--- config.mk ---
export PLATFORM = sky130hd
export DESIGN_NAME = adc_capture
export DESIGN_NICKNAME = d
export VERILOG_FILES = /design/src/rtl/adc_capture_pkg.sv /design/src/rtl/adc_capture_decim.sv /design/src/rtl/adc_capture.sv
export SDC_FILE = /design/constraint.sdc
export NUM_CORES = 2
export LEC_CHECK = 0
export ABC_AREA = 0
export ABC_CLOCK_PERIOD_IN_PS = 14300
export CAP_MARGIN = 20
export CORE_ASPECT_RATIO = 2
export CORE_UTILIZATION = 41
export DETAILED_ROUTE_END_ITERATION = 8
export GPL_TIMING_DRIVEN = 0
export PLACE_DENSITY_LB_ADDON = 0.1
export RECOVER_POWER = 50
export SLEW_MARGIN = 20
export SYNTH_ARGS = -nofsm -noshare
export SYNTH_HDL_FRONTEND = slang
export SYNTH_SLANG_ARGS = --single-unit
--- constraint.sdc ---
create_clock -name clk -period 14.3 [get_ports clk]
set_clock_uncertainty 0.1 [all_clocks]
set_input_delay 2.145 -clock clk [delete_from_list [all_inputs] [get_ports clk]]
set_output_delay 2.145 -clock clk [all_outputs]
set_load 0.005 [all_outputs]
--- src/rtl/adc_capture_pkg.sv ---
// Shared types and defaults for the ADC capture block.
//   state_e       : capture FSM encoding, also driven on the state port
//   DECIM_MAX_DEF : default maximum log2 decimation
//   clamp_decim   : limits a requested decimation to the supported maximum
package adc_capture_pkg;

    localparam int unsigned DECIM_MAX_DEF = 4;

    typedef enum logic [1:0] {
        ST_IDLE    = 2'd0,
        ST_ARMED   = 2'd1,
        ST_CAPTURE = 2'd2,
        ST_READOUT = 2'd3
    } state_e;

    function automatic int unsigned clamp_decim(input int unsigned d, input int unsigned dmax);
        return (d > dmax) ? dmax : d;
    endfunction

endpackage

--- src/rtl/adc_capture_decim.sv ---
// Front end of the capture path: input registers, offset-binary to two's
// complement conversion, 2^d-sample box-car sum, floor shift and window
// overrange OR.
//   clk, rst_n           : clock, synchronous active-low reset
//   code                 : offset-binary ADC code, one per clk
//   ovfl_pos, ovfl_neg   : overrange flags aligned with code
//   clear                : restart the window with the next registered sample
//   d                    : log2 window length (already clamped)
//   dec_data, dec_ovfl   : decimated sample and its window overrange flag
//   dec_valid            : one-cycle pulse per completed window
module adc_decim
    import adc_capture_pkg::*;
#(
    parameter int unsigned BITS      = 8,
    parameter int unsigned DECIM_MAX = DECIM_MAX_DEF,
    parameter int unsigned DW        = 3
) (
    input  logic                   clk,
    input  logic                   rst_n,
    input  logic [BITS-1:0]        code,
    input  logic                   ovfl_pos,
    input  logic                   ovfl_neg,
    input  logic                   clear,
    input  logic [DW-1:0]          d,
    output logic signed [BITS-1:0] dec_data,
    output logic                   dec_ovfl,
    output logic                   dec_valid
);

    localparam int unsigned ACC_W = BITS + DECIM_MAX;
    localparam int unsigned CNT_W = (DECIM_MAX > 0) ? DECIM_MAX : 1;

    logic [BITS-1:0]          code_q, code_d;
    logic                     pos_q, pos_d;
    logic                     neg_q, neg_d;
    logic signed [ACC_W-1:0]  acc_q, acc_d;
    logic [CNT_W-1:0]         cnt_q, cnt_d;
    logic                     win_ovfl_q, win_ovfl_d;
    logic signed [BITS-1:0]   dec_data_q, dec_data_d;
    logic                     dec_ovfl_q, dec_ovfl_d;
    logic                     dec_valid_q, dec_valid_d;

    logic signed [BITS-1:0]   conv_c;
    logic signed [ACC_W-1:0]  conv_ext_c;
    logic signed [ACC_W-1:0]  sum_c;
    logic signed [ACC_W-1:0]  avg_c;
    logic [CNT_W-1:0]         win_len_m1_c;
    logic                     win_last_c;

    // Window accumulation; the completing sample is folded into the output
    // directly so the accumulator restarts at zero for the next window.
    always_comb begin
        code_d      = code;
        pos_d       = ovfl_pos;
        neg_d       = ovfl_neg;
        acc_d       = acc_q;
        cnt_d       = cnt_q;
        win_ovfl_d  = win_ovfl_q;
        dec_data_d  = dec_data_q;
        dec_ovfl_d  = dec_ovfl_q;
        dec_valid_d = 1'b0;

        conv_c       = {~code_q[BITS-1], code_q[BITS-2:0]};
        conv_ext_c   = {{DECIM_MAX{conv_c[BITS-1]}}, conv_c};
        sum_c        = acc_q + conv_ext_c;
        avg_c        = sum_c >>> d;
        win_len_m1_c = CNT_W'((32'd1 << d) - 32'd1);
        win_last_c   = (cnt_q == win_len_m1_c);

        if (clear) begin
            acc_d      = '0;
            cnt_d      = '0;
            win_ovfl_d = 1'b0;
        end else if (win_last_c) begin
            dec_valid_d = 1'b1;
            dec_data_d  = avg_c[BITS-1:0];
            dec_ovfl_d  = win_ovfl_q | pos_q | neg_q;
            acc_d       = '0;
            cnt_d       = '0;
            win_ovfl_d  = 1'b0;
        end else begin
            acc_d      = sum_c;
            cnt_d      = cnt_q + CNT_W'(1);
            win_ovfl_d = win_ovfl_q | pos_q | neg_q;
        end
    end

    always_ff @(posedge clk) begin
        if (!rst_n) begin
            code_q      <= '0;
            pos_q       <= 1'b0;
            neg_q       <= 1'b0;
            acc_q       <= '0;
            cnt_q       <= '0;
            win_ovfl_q  <= 1'b0;
            dec_data_q  <= '0;
            dec_ovfl_q  <= 1'b0;
            dec_valid_q <= 1'b0;
        end else begin
            code_q      <= code_d;
            pos_q       <= pos_d;
            neg_q       <= neg_d;
            acc_q       <= acc_d;
            cnt_q       <= cnt_d;
            win_ovfl_q  <= win_ovfl_d;
            dec_data_q  <= dec_data_d;
            dec_ovfl_q  <= dec_ovfl_d;
            dec_valid_q <= dec_valid_d;
        end
    end

    assign dec_data  = dec_data_q;
    assign dec_ovfl  = dec_ovfl_q;
    assign dec_valid = dec_valid_q;

endmodule

--- src/rtl/adc_capture.sv ---
// Triggered ADC capture: decimates the ADC stream, waits for a level crossing,
// stores DEPTH decimated samples in a RAM and streams them out.
//   clk, rst_n            : ADC clock, synchronous active-low reset
//   code, ovfl_pos/neg    : ADC code (offset binary) and overrange flags
//   arm, abort            : start request (IDLE only) / cancel to IDLE
//   decim                 : log2 averaging factor, latched on accepted arm
//   trig_level, trig_fall : signed threshold and edge select
//   out_data, out_ovfl    : captured sample and its window overrange flag
//   out_valid, out_ready  : readout handshake
//   state                 : current FSM state
module adc_capture
    import adc_capture_pkg::*;
#(
    parameter int unsigned BITS      = 8,
    parameter int unsigned DEPTH     = 256,
    parameter int unsigned DECIM_MAX = DECIM_MAX_DEF
) (
    input  logic                             clk,
    input  logic                             rst_n,
    input  logic [BITS-1:0]                  code,
    input  logic                             ovfl_pos,
    input  logic                             ovfl_neg,
    input  logic                             arm,
    input  logic                             abort,
    input  logic [$clog2(DECIM_MAX+1)-1:0]   decim,
    input  logic signed [BITS-1:0]           trig_level,
    input  logic                             trig_fall,
    output logic signed [BITS-1:0]           out_data,
    output logic                             out_ovfl,
    output logic                             out_valid,
    input  logic                             out_ready,
    output logic [1:0]                       state
);

    localparam int unsigned AW = $clog2(DEPTH);
    localparam int unsigned DW = $clog2(DECIM_MAX + 1);
    localparam int unsigned MW = BITS + 1;

    state_e                  state_q, state_d;
    logic [DW-1:0]           d_q, d_d;
    logic signed [BITS-1:0]  prev_q, prev_d;
    logic                    have_prev_q, have_prev_d;
    logic [AW-1:0]           wr_addr_q, wr_addr_d;
    logic [AW:0]             rd_addr_q, rd_addr_d;
    logic                    out_valid_q, out_valid_d;
    logic [MW-1:0]           rd_data_q;

    logic signed [BITS-1:0]  dec_data;
    logic                    dec_ovfl;
    logic                    dec_valid;

    logic                    arm_ok_c;
    logic                    trig_hit_c;
    logic                    wr_en_c;
    logic [AW-1:0]           wr_idx_c;
    logic [MW-1:0]           wr_data_c;
    logic                    rd_en_c;
    logic [DW-1:0]           decim_clamped_c;

    logic [MW-1:0]           mem [DEPTH];

    adc_decim #(
        .BITS      (BITS),
        .DECIM_MAX (DECIM_MAX),
        .DW        (DW)
    ) u_decim (
        .clk       (clk),
        .rst_n     (rst_n),
        .code      (code),
        .ovfl_pos  (ovfl_pos),
        .ovfl_neg  (ovfl_neg),
        .clear     (arm_ok_c),
        .d         (d_q),
        .dec_data  (dec_data),
        .dec_ovfl  (dec_ovfl),
        .dec_valid (dec_valid)
    );

    // Next-state and datapath control for arm / trigger / capture / readout.
    always_comb begin
        state_d     = state_q;
        d_d         = d_q;
        prev_d      = prev_q;
        have_prev_d = have_prev_q;
        wr_addr_d   = wr_addr_q;
        rd_addr_d   = rd_addr_q;
        out_valid_d = out_valid_q;
        arm_ok_c    = 1'b0;
        wr_en_c     = 1'b0;
        wr_idx_c    = wr_addr_q;
        wr_data_c   = {dec_ovfl, dec_data};
        rd_en_c     = 1'b0;

        decim_clamped_c = DW'(clamp_decim(32'(decim), DECIM_MAX));
        trig_hit_c = trig_fall ? ((prev_q > trig_level) && (dec_data <= trig_level))
                               : ((prev_q < trig_level) && (dec_data >= trig_level));

        case (state_q)
            ST_IDLE: begin
                if (arm) begin
                    arm_ok_c    = 1'b1;
                    d_d         = decim_clamped_c;
                    prev_d      = '0;
                    have_prev_d = 1'b0;
                    state_d     = ST_ARMED;
                end
            end
            ST_ARMED: begin
                if (dec_valid) begin
                    // First sample after arm only seeds prev.
                    prev_d      = dec_data;
                    have_prev_d = 1'b1;
                    if (have_prev_q && trig_hit_c) begin
                        wr_en_c   = 1'b1;
                        wr_idx_c  = '0;
                        wr_addr_d = AW'(1);
                        state_d   = ST_CAPTURE;
                    end
                end
            end
            ST_CAPTURE: begin
                if (dec_valid) begin
                    wr_en_c   = 1'b1;
                    wr_addr_d = wr_addr_q + AW'(1);
                    if (wr_addr_q == AW'(DEPTH - 1)) begin
                        rd_addr_d = '0;
                        state_d   = ST_READOUT;
                    end
                end
            end
            ST_READOUT: begin
                // RAM read register doubles as the output stage: reload it
                // whenever it is empty or being consumed.
                if ((rd_addr_q != (AW+1)'(DEPTH)) && (!out_valid_q || out_ready)) begin
                    rd_en_c     = 1'b1;
                    rd_addr_d   = rd_addr_q + (AW+1)'(1);
                    out_valid_d = 1'b1;
                end else if (out_valid_q && out_ready) begin
                    out_valid_d = 1'b0;
                    state_d     = ST_IDLE;
                end
            end
            default: state_d = ST_IDLE;
        endcase

        if (abort) begin
            state_d     = ST_IDLE;
            out_valid_d = 1'b0;
            arm_ok_c    = 1'b0;
            d_d         = d_q;
            wr_en_c     = 1'b0;
            rd_en_c     = 1'b0;
        end
    end

    always_ff @(posedge clk) begin
        if (!rst_n) begin
            state_q     <= ST_IDLE;
            d_q         <= '0;
            prev_q      <= '0;
            have_prev_q <= 1'b0;
            wr_addr_q   <= '0;
            rd_addr_q   <= '0;
            out_valid_q <= 1'b0;
        end else begin
            state_q     <= state_d;
            d_q         <= d_d;
            prev_q      <= prev_d;
            have_prev_q <= have_prev_d;
            wr_addr_q   <= wr_addr_d;
            rd_addr_q   <= rd_addr_d;
            out_valid_q <= out_valid_d;
        end
    end

    // Capture buffer write port (contents are not reset).
    always_ff @(posedge clk) begin
        if (wr_en_c) begin
            mem[wr_idx_c] <= wr_data_c;
        end
    end

    // Synchronous read port feeding the output register.
    always_ff @(posedge clk) begin
        if (!rst_n) begin
            rd_data_q <= '0;
        end else if (rd_en_c) begin
            rd_data_q <= mem[rd_addr_q[AW-1:0]];
        end
    end

    assign out_data  = rd_data_q[BITS-1:0];
    assign out_ovfl  = rd_data_q[BITS];
    assign out_valid = out_valid_q;
    assign state     = state_q;

endmodule

==> impl_metrics.toml <==
[placement]
gp_congestion = 1.05
dp_hpwl_um = 291000
portBuffers = 38

[hold_path]
whs_path_depth = 2
hold_path.class = "reg -> reg"
hold_end = "u_decim.win_ovfl_q$_SDFF_PP0_"
min_from = "u_decim.win_ovfl_q$_SDFF_PP0_"

[synth]
ys_types = 80
yosysTopAreaCellShare = 0.738
netlist_area_mm2 = 0.0938
yosysWarnings = 0
synthFlopType = "edfxtp_1"
ys_seq_area_frac = 0.755
synth_enable_flop_cells = 2304
synth_nets = 4694
syn_area_per_cell_um2 = 20.2
synth_seq_cells = 2382
ys_top_cells_by_area = "edfxtp_1, mux4_2, dfxtp_1"
postSynthCellCount = 4630
yosysTopAreaCell = "edfxtp_1"
async_reset_ff_frac = 0

[cells_and_area]
layout_common_cells = "edfxtp_1, mux4_2, clkbuf_16"
final_nets = 5110
final_common_cell = "edfxtp_1"
final_core_util = 0.471
layout-drive-gt1-share = 0.278
area_growth_pct = 14.5

[global_route]
antenna_found_initial = 37
track_usage = 0.351
grt_pass1_vias = 52700
grt_pass1_wl_um = 521000
grt_start_max_net_pins = 77
grt_remaining_overflow = 0

[power]
p_leak_nw = 32.6
vdd_ir_drop_max_uv = 100
powerDensity_mw_per_mm2 = 138
fin_total_pwr_mw = 14.8

[cts]
cts.path.max_buffers = 4
cts_resized = 0
clock-sinks = 2382
postCtsHoldBufs = 0
htreeDepth = 4
clk_pin_slew_worst_paths_ps = 70
cts_buffers = 212
cts_tree = "yes"
postCtsSetupRepairBufs = 0
insertion_delay_ps = 910
cts-root-buf = "clkbuf_16"

[floorplanning]
die_h_um = 678
start_util = 0.412
rows = 248
die_w_um = 340
io_pins = 39
core_area_mm2 = 0.228
die-area_mm2 = 0.231

[critical_path]
r2r-start = "u_decim.dec_data[5]$_SDFFE_PN0P_"
slowest_delay_ps = 2440
r2r_cells = 3
path_buf_inv = 3
arrival_ps = 10200
reg2reg_to = "mem[43][5]$_DFFE_PP_"
rrSetupSlack_ps = 4190
path_depth = 3
cp_max_fo = 76
start_kind = "register"
cp_data_required_time_ps = 14390
crit_top_cell = "clkbuf_1"
critPathSlowestCell = "clkbuf_1"
end_kind = "register"
crit_type = "reg -> reg"
crit_chain = "clkbuf_1 -> clkbuf_1 -> clkbuf_1"
cpLargestDelayFamily = "buffers and inverters"

[timing]
max-slew-margin-rel = -1.57
setup_viol = 0
fin_crit_sh = 0.707
holdWs_ps = 384
drv_slew = 2280
grt_setup_unrepaired = "false"
tightest_slew_ps = 3850
period_minus_slack_ps = 10110
fmaxAchievable_mhz = 98.9
hold_violations = 0

[routing]
finalWirelength_um = 406000
drc = 0
viasPerCell = 6.49
via_count = 53400
postRouteAntennaNets = 0
avgRoutedWirePerCell_um = 49.4
drt_iter0_drc = 7462
drt-pass1-iter-count = 6

[status]
status = "finished with violations"
violations = "capacitance limit, slew limit"

[flow_run]
max-cap-violations = 39
[worst max path at each step]
stage	from	end	slack, ps
global placement	u_decim.dec_data[7]$_SDFFE_PN0P_	mem[48][4]$_DFFE_PP_	-40
floorplan	u_decim.dec_data[7]$_SDFFE_PN0P_	mem[184][0]$_DFFE_PP_	7330
global route	u_decim.dec_data[5]$_SDFFE_PN0P_	mem[43][5]$_DFFE_PP_	3760
CTS	rd_addr_q[1]$_SDFFE_PN0P_	rd_data_q[4]$_SDFFE_PN0P_	7620
finish	u_decim.dec_data[5]$_SDFFE_PN0P_	mem[43][5]$_DFFE_PP_	4190
detailed placement	trig_level[7]	mem[136][6]$_DFFE_PP_	6880
[Yosys cell counts, types with 8 or more instances]
master,number
mux4_2,553
nor2_1,287
a211oi_1,50
xor2_1,12
a22oi_1,106
mux2i_1,149
o22ai_1,40
dfxtp_1,78
xnor2_1,15
buf_4,59
buf_2,87
and2_1,23
a22o_1,24
buf_1,12
buf_6,10
clkbuf_1,99
a221oi_1,11
o221ai_1,31
inv_1,33
nand2b_1,20
nand3_2,19
a31oi_1,15
o21a_1,8
nor3_1,74
nand2_1,116
edfxtp_1,2304
a21oi_1,82
o31ai_1,8
nor2b_1,41
ha_1,36
o21ai_0,46
nand4_1,14
nand3_1,42
[layout make-up]
type	instances	area [um2]
fill	19100	120000
sequential	2382	70700
multi-input combinational	1946	22200
clock buffer	261	5600
tap	3000	3750
timing repair buffer	202	2290
buffer	267	1480
clock inverter	116	1110
inverter	35	131
antenna	23	57.6
[per-stage QoR]
stage	setup TNS, ps	std cells	area, um2	setup WS, ps
after floorplan	0	4630	93800	7330
after global placement	-325	7668	97900	-38.7
after detailed placement	0	7826	101000	6880
after CTS	0	8203	108000	7620
after global routing	0	8215	107000	3760
final	0	8232	107000	4190
[flip-flops by register name, summed over array words and instances, names as in the netlist]
| register | flops |
|---|---|
| d_q | 3 |
| out_valid | 1 |
| u_decim.dec_valid | 1 |
| u_decim.dec_data | 8 |
| rd_data_q | 9 |
| mem | 2304 |
| rd_addr_q | 9 |
| u_decim.neg_q | 1 |
| u_decim.pos_q | 1 |
| prev_q | 8 |
| u_decim.win_ovfl_q | 1 |
| state | 2 |
| u_decim.code_q | 8 |
| u_decim.acc_q | 12 |
| u_decim.cnt_q | 4 |
| u_decim.dec_ovfl | 1 |
| have_prev_q | 1 |
| wr_addr_q | 8 |
[report_power, final]
part	switching [mW]	internal, mW	total (mW)
Sequential	0.0911	8.12	8.21
Combinational	0.651	0.136	0.787
Clock	2.66	3.17	5.83
[cell families after synthesis]
group           synth area share
mux                        0.150
flops                      0.755
fa+ha+maj                0.00502
xor+xnor                 0.00252
compound gates            0.0362
buf+inv                   0.0164
simple gates              0.0355
[worst reg2reg max path: stages, from the launching register on]
cell and delay [ps]:
dfxtp_1 1910, clkbuf_1 2370, clkbuf_1 2420, clkbuf_1 2480
[metal layers]
layer / share of wire / GRT usage
met2: 0.50 / 0.598
met1: 0.31 / 0.363
met4: 0.12 / 0.330
met3: 0.072 / 0.0634
met5: 0.000096 / 0
Power figures use the tool's default switching activity.
